--- config.mk ---
export PLATFORM = sky130hd
export DESIGN_NAME = rst_seq_sync
export DESIGN_NICKNAME = d
export VERILOG_FILES = /design/src/rtl/rst_seq_sync.sv
export SDC_FILE = /design/constraint.sdc
export NUM_CORES = 1
export LEC_CHECK = 0
export CAP_MARGIN = 20
export CORE_MARGIN = 2
export CORE_UTILIZATION = 40
export DETAILED_ROUTE_END_ITERATION = 16
export PLACE_DENSITY = 0.71
export SLEW_MARGIN = 20
export SYNTH_ARGS = -nofsm -noshare
export SYNTH_HDL_FRONTEND = slang
export SYNTH_SLANG_ARGS = --single-unit
--- constraint.sdc ---
create_clock -name CLK -period 1.7 [get_ports CLK]
set_input_delay 0.34 -clock CLK [delete_from_list [all_inputs] [get_ports CLK]]
set_output_delay 0.34 -clock CLK [all_outputs]
set_load 0.02 [all_outputs]
--- src/rtl/rst_seq_sync.sv ---
// Reset synchroniser and release sequencer: synchronises deassertion of the
// external active-low reset, then releases NUM_CH active-low channel resets
// in ascending order with GAP_CYC cycles between them. A single-cycle
// SW_RST_REQ in the all-released state replays the sequence after HOLD_CYC.
module rst_seq_sync #(
  parameter int unsigned NUM_STAGES = 2,
  parameter int unsigned NUM_CH     = 3,
  parameter int unsigned GAP_CYC    = 4,
  parameter int unsigned HOLD_CYC   = 4
) (
  input  logic              CLK,
  input  logic              RST,
  input  logic              SW_RST_REQ,
  output logic [NUM_CH-1:0] RST_SYNC,
  output logic              RST_DONE
);

  localparam int unsigned MAX_CYC = (GAP_CYC > HOLD_CYC) ? GAP_CYC : HOLD_CYC;
  localparam int unsigned CW      = $clog2(MAX_CYC) + 1;
  localparam int unsigned IW      = $clog2(NUM_CH) + 1;

  localparam logic [CW-1:0] GAP_LAST  = CW'(GAP_CYC - 1);
  localparam logic [CW-1:0] HOLD_LAST = CW'(HOLD_CYC - 1);
  localparam logic [IW-1:0] LAST_CH   = IW'(NUM_CH - 1);

  typedef enum logic [1:0] {
    WAIT_SYNC,
    RELEASE,
    DONE,
    HOLD
  } state_t;

  logic [NUM_STAGES-1:0] sync_q;
  logic                  sync_ok;

  state_t                state_q, state_d;
  logic [CW-1:0]         cnt_q, cnt_d;
  logic [IW-1:0]         idx_q, idx_d;
  logic [NUM_CH-1:0]     rst_sync_q, rst_sync_d;
  logic                  done_q, done_d;
  logic                  kick;

  assign sync_ok = sync_q[NUM_STAGES-1];

  // Deassertion synchroniser: shifts in ones once the external reset is released.
  always_ff @(posedge CLK or negedge RST) begin
    if (!RST) begin
      sync_q <= '0;
    end else begin
      sync_q <= {sync_q[NUM_STAGES-2:0], 1'b1};
    end
  end

  // Sequencer state, counters and reset outputs.
  always_ff @(posedge CLK or negedge RST) begin
    if (!RST) begin
      state_q    <= WAIT_SYNC;
      cnt_q      <= '0;
      idx_q      <= '0;
      rst_sync_q <= '0;
      done_q     <= 1'b0;
    end else begin
      state_q    <= state_d;
      cnt_q      <= cnt_d;
      idx_q      <= idx_d;
      rst_sync_q <= rst_sync_d;
      done_q     <= done_d;
    end
  end

  // Next-state logic; the channel-0 release common to WAIT_SYNC and HOLD exit
  // is folded into a single kick path after the state decode.
  always_comb begin
    state_d    = state_q;
    cnt_d      = cnt_q;
    idx_d      = idx_q;
    rst_sync_d = rst_sync_q;
    done_d     = done_q;
    kick       = 1'b0;

    unique case (state_q)
      WAIT_SYNC: begin
        if (sync_ok) begin
          kick = 1'b1;
        end
      end
      RELEASE: begin
        if (cnt_q == GAP_LAST) begin
          for (int unsigned i = 0; i < NUM_CH; i++) begin
            if (idx_q == IW'(i)) begin
              rst_sync_d[i] = 1'b1;
            end
          end
          idx_d = idx_q + IW'(1);
          cnt_d = '0;
          if (idx_q == LAST_CH) begin
            done_d  = 1'b1;
            state_d = DONE;
          end
        end else begin
          cnt_d = cnt_q + CW'(1);
        end
      end
      DONE: begin
        if (SW_RST_REQ) begin
          rst_sync_d = '0;
          done_d     = 1'b0;
          cnt_d      = '0;
          state_d    = HOLD;
        end
      end
      HOLD: begin
        if (cnt_q == HOLD_LAST) begin
          kick = 1'b1;
        end else begin
          cnt_d = cnt_q + CW'(1);
        end
      end
      default: begin
        state_d = WAIT_SYNC;
      end
    endcase

    if (kick) begin
      rst_sync_d[0] = 1'b1;
      idx_d         = IW'(1);
      cnt_d         = '0;
      if (NUM_CH == 1) begin
        done_d  = 1'b1;
        state_d = DONE;
      end else begin
        state_d = RELEASE;
      end
    end
  end

  assign RST_SYNC = rst_sync_q;
  assign RST_DONE = done_q;

endmodule

Word-level counts from Yosys, hierarchy flattened
Index checks and enable logic that the tools add are counted.
{"block": "word_totals", "elab_cells": 63, "output_inout_bits": 4, "register_bits": 14}
{"block": "op_classes", "reduce_logical": 13, "add_sub_neg": 2, "eq_ne": 15, "mux": 25}
{"operator": "$mux W3", "count": 8}
{"operator": "$reduce_and A4 Y1", "count": 4}
{"operator": "$ne A3 B3 Y1 const B", "count": 5}
{"operator": "$pmux W3 S3", "count": 1}
{"operator": "$mux W1", "count": 8}
{"operator": "$mux W2", "count": 4}
{"operator": "$ne A2 B2 Y1 const B", "count": 4}
{"operator": "$add A3 B1 Y3 const B", "count": 2}
{"operator": "$eq A3 B2 Y1 const B", "count": 2}
{"operator": "$pmux W3 S2", "count": 1}
{"operator": "$reduce_bool A2 Y1", "count": 3}
{"operator": "$eq A2 B2 Y1 const B", "count": 2}
{"operator": "$pmux W1 S2", "count": 2}
{"operator": "$pmux W2 S2", "count": 1}
{"operator": "$reduce_bool A4 Y1", "count": 1}
{"operator": "$eq A3 B1 Y1 const B", "count": 1}
{"operator": "$logic_not A3 Y1", "count": 1}
{"operator": "$reduce_and A3 Y1", "count": 1}
{"operator": "$reduce_bool A3 Y1", "count": 1}
{"operator": "$eq A2 B1 Y1 const B", "count": 1}
{"operator": "$logic_not A2 Y1", "count": 1}
{"operator": "$reduce_and A2 Y1", "count": 1}

Longest topological paths before layout
Gate-level depths: netlist of run 1.
{"block": "depth", "ltp_word": 5, "depth_mapped": 7}

Least setup slack after synthesis of run 1
Ideal clock, no wire load.
{"block": "synth_path", "path_kind": "register -> register", "start": "reg cnt_q[0]", "end": "reg cnt_q[0]", "t_arrival_ps": 1586, "t_required_ps": 1572, "period_less_slack_ps": 1713, "stages_incl_launch_ff": 8, "setup_slack_ps": -13, "path_cell_list": "dfrtp_1 -> ha_1 -> ha_1 -> buf_4 -> nand2_1 -> o311ai_4 -> o221ai_2 -> mux2_1"}
{"block": "synth_via", "elab_chain_cells": 5, "elab_cells_between_ends": 12}
{"element": "from (decl)", "line": "37", "source": "logic [CW-1:0] cnt_q, cnt_d;"}
{"element": "from (signal assigned)", "line": "64", "source": "cnt_q <= cnt_d;"}
{"element": "$eq A3 B2 Y1", "line": "88, 113"}
{"element": "$mux W1", "line": "113", "source": "if (cnt_q == HOLD_LAST) begin"}
{"element": "$pmux W1 S2", "line": "81", "source": "unique case (state_q)"}
{"element": "$ne A3 B3 Y1 (no line) or $reduce_bool A4 Y1 (tied branches)"}
{"element": "$reduce_and A3 Y1 (no line)"}
Parallel ways exist; a longest one is shown, timed or not. The select of a mux whose other input is x is not followed.
A chain may end at the register's enable or synchronous reset.

Final worst setup path of run 1
{"block": "layout_path", "start": "reg cnt_q[1]", "end": "reg cnt_q[2]"}
Same word-level chain as after synthesis.

==> flow_metrics.tcl, run 1 <==
set metrics [dict create \
    nNetsFinal 128 \
    drt-vias-per-instance 4.94 \
    min_to "sync_q[1]" \
    powerDensity_nw_per_um2 1830 \
    gp_congestion 0.846 \
    cp-end-kind "flop" \
    p_int_mw 1.29 \
    dp_hpwl_um 1360 \
    portBuffers 6 \
    crit_arrival_ns 1.84 \
    rsz0062_at_grt "true" \
    cts.reportedPaths.clkPinSlew_ns 0.08 \
    start_util 0.429 \
    cts_tree "yes" \
    avgSynthCellArea_um2 9.88 \
    hp-class "flop to flop" \
    final_util 0.586 \
    setup_viol_count_final 0 \
    hold_buffers 0 \
    outcome "completed" \
    drive_gt1_frac 0.321 \
    clock_skew_ns 0.00216 \
    hold_depth 0 \
    placed_cell_area_um2 1040 \
    synth_cells 86 \
    preCtsSetupSlack_ns -0.0578 \
    p_leak_nw 0.512 \
    cts-root-buf "clkbuf_4" \
    ant_nets 0 \
    grt_use_total 0.162 \
    ys_seq_area_frac 0.383 \
    critical-path-max-stage-delay_ns 0.39 \
    drc_errors 0 \
    die-width_um 50.1 \
    synth_fp_nets 101 \
    timing.final.ws_setup_ns 0.0256 \
    p_sw_mw 0.832 \
    die_area_um2 2510 \
    first_global_vias 698 \
    reg2reg_depth 5 \
    p_comb_frac 0.673 \
    finalCritPeriodShare 0.985 \
    design_area_um2 1160 \
    yosys_warnings 0 \
    grt_pass1_wl_um 3000 \
    overflow 0 \
    cts_htree_levels 1 \
    timing.fmax_mhz 597 \
    chipHeight_um 50.1 \
    vdd_drop_max_v 0.000771 \
    drt_wl_total_um 1860 \
    maxCapViolCount 0 \
    timing.rr.end "cnt_q[2]" \
    drv_slew 0 \
    core_area_um2 1980 \
    area_delta_synth_final_pct 36.7 \
    n_fill_cell 166 \
    synth-seq-cells 13 \
    cts_sinks 13 \
    hp-start "sync_q[0]" \
    path_class "flop to flop" \
    num_io_pins 7 \
    syn_area_um2 850 \
    switching_share 0.392 \
    wire_per_inst_um 13.4 \
    crit_chain "ha_2 -> ha_4 -> o311ai_4 -> o221ai_4 -> mux2_4" \
    regToRegStartpoint "cnt_q[1]" \
    grt_max_degree 14 \
    antenna_found_initial 0 \
    route.vias.total 687 \
    power.total_mw 2.12 \
    clk-insertion-delay-late_ns 0.27 \
    path_max_fanout 7 \
    drt_iter0_drc 8 \
    fin_crit_ns 1.67 \
    cts_buffer_depth 2 \
    numCtsBuffers 3 \
    r2r_slack_ns 0.03 \
    slowest_stage "dfrtp_1" \
    firstDrtPassIters 4 \
    synthDistinctLibCells 28 \
    diodes 0 \
    clkPwrFrac 0.091 \
    cp-start-kind "flop" \
    core.rowCount 16 \
    seqPwrFrac 0.236 \
    hold_violations 0 \
    required_ns 1.86 \
    whs_ns 0.355 \
]
-- power groups by stage --
stage	logic [mW]	clock network (mW)	registers, mW
2_1_floorplan	0.680	0	0.534
3_3_place_gp	1.10	0	0.493
3_5_place_dp	1.14	0	0.500
4_1_cts	1.22	0.203	0.499
5_1_grt	1.55	0.226	0.519
6_report	1.43	0.193	0.502
-- worst max path at each step --
stage,to,slack (ns),start
after floorplan,cnt_q[0],0.02,state_q[0]
after global placement,cnt_q[1],-0.04,SW_RST_REQ
after detailed placement,cnt_q[2],-0.06,state_q[0]
after CTS,cnt_q[2],0.006,state_q[0]
after global routing,cnt_q[2],-0.04,state_q[1]
final,cnt_q[2],0.03,cnt_q[1]
-- stage by stage --
stage               cells  TNS [ns]
floorplan              86         0
global placement      131    -0.160
detailed placement    131    -0.192
CTS                   135         0
global route          139    -0.124
finish                139         0
-- cells in the mapped netlist (all sizes together) --
master / n / area, um^2
o22ai: 1 / 6.26
o31a: 1 / 8.76
mux2: 3 / 33.8
buf: 2 / 15.0
conb: 1 / 3.75
o2bb2ai: 1 / 8.76
nor2b: 2 / 12.5
nand3b: 3 / 22.5
o21ai: 1 / 5.00
o21a: 1 / 7.51
xor2: 1 / 8.76
a211oi: 1 / 7.51
nand2: 8 / 30.0
ha: 12 / 150
nand3: 3 / 15.0
xnor2: 1 / 8.76
o311ai: 1 / 26.3
inv: 8 / 30.0
nand2b: 2 / 12.5
o221ai: 1 / 15.0
dfrtp: 13 / 325
nor3b: 1 / 7.51
a21oi: 6 / 33.8
o21bai: 1 / 7.51
nor2: 10 / 37.5
a32o: 1 / 10.0
-- cell type report --
class	count	area (um^2)	share of cell area
inverters	8	30.0	0.0259
clock buffers	4	26.3	0.0226
multi-input cells	63	549	0.473
well taps	27	33.8	0.0291
repair buffers	24	195	0.168
flip-flops and latches	13	327	0.281
-- state kept, by name (all words and copies together), names as in the netlist --
signal	cells
sync_q	2
idx_q	3
RST_SYNC	2
cnt_q	3
RST_DONE	1
state_q	2
-- cell usage in the layout (no fill, tap or decap), types with 2 or more instances in the layout --
cell type,synthesis,routed
nor2b_1,2,2
ha_1,12,7
ha_4,0,3
nand3_1,3,3
nand2b_1,2,2
inv_1,7,6
clkbuf_4,0,3
inv_2,1,2
mux2_4,0,3
buf_4,2,18
a21oi_1,5,5
nand2_1,8,8
dfrtp_1,13,12
nor2_1,10,10
nand3b_1,3,3
clkdlybuf4s50_1,0,6
ha_2,0,2
-- worst max-delay path, delay by kind of cell (launching register included) --
| family | cells | cell delay, ns |
|---|---|---|
| AOI/OAI and AO/OA | 2 | 0.45 |
| adders and majority gates | 2 | 0.40 |
| DFF | 1 | 0.39 |
| muxes | 1 | 0.32 |
-- what timing repair did --
item	4_1_cts	5_1_grt
setup endpoints to repair	4	5
pin swaps	0	4
resized for setup	6	7
buffers inserted	0	4
-- per-layer routing --
layer	global-route usage	routed length [um]
met1	0.211	908
met2	0.265	881
met3	0.0212	42
met4	0.0694	26
met5	0	0
-- logic make-up (layout without fill, tap and decap cells) --
group,after synthesis,after routing,share of synthesized area
adder cells (fa/ha/maj),12,12,0.177
XOR/XNOR,2,2,0.0206
multiplexers,3,3,0.0398
flip-flops,13,13,0.383
AND/OR/NAND/NOR,29,29,0.162
buffers and inverters,10,36,0.0530
other,1,1,0.00441
AO/OA/AOI/OAI,16,16,0.161
No activity file was read; power rests on OpenSTA's default activity.
==> inputs of run 2 (changes only) <==
CTS_CLUSTER_DIAMETER = 150   (was not set)
==> results of run 2 <==
No change in the layout: final DEF, timing and power equal those of run 1.
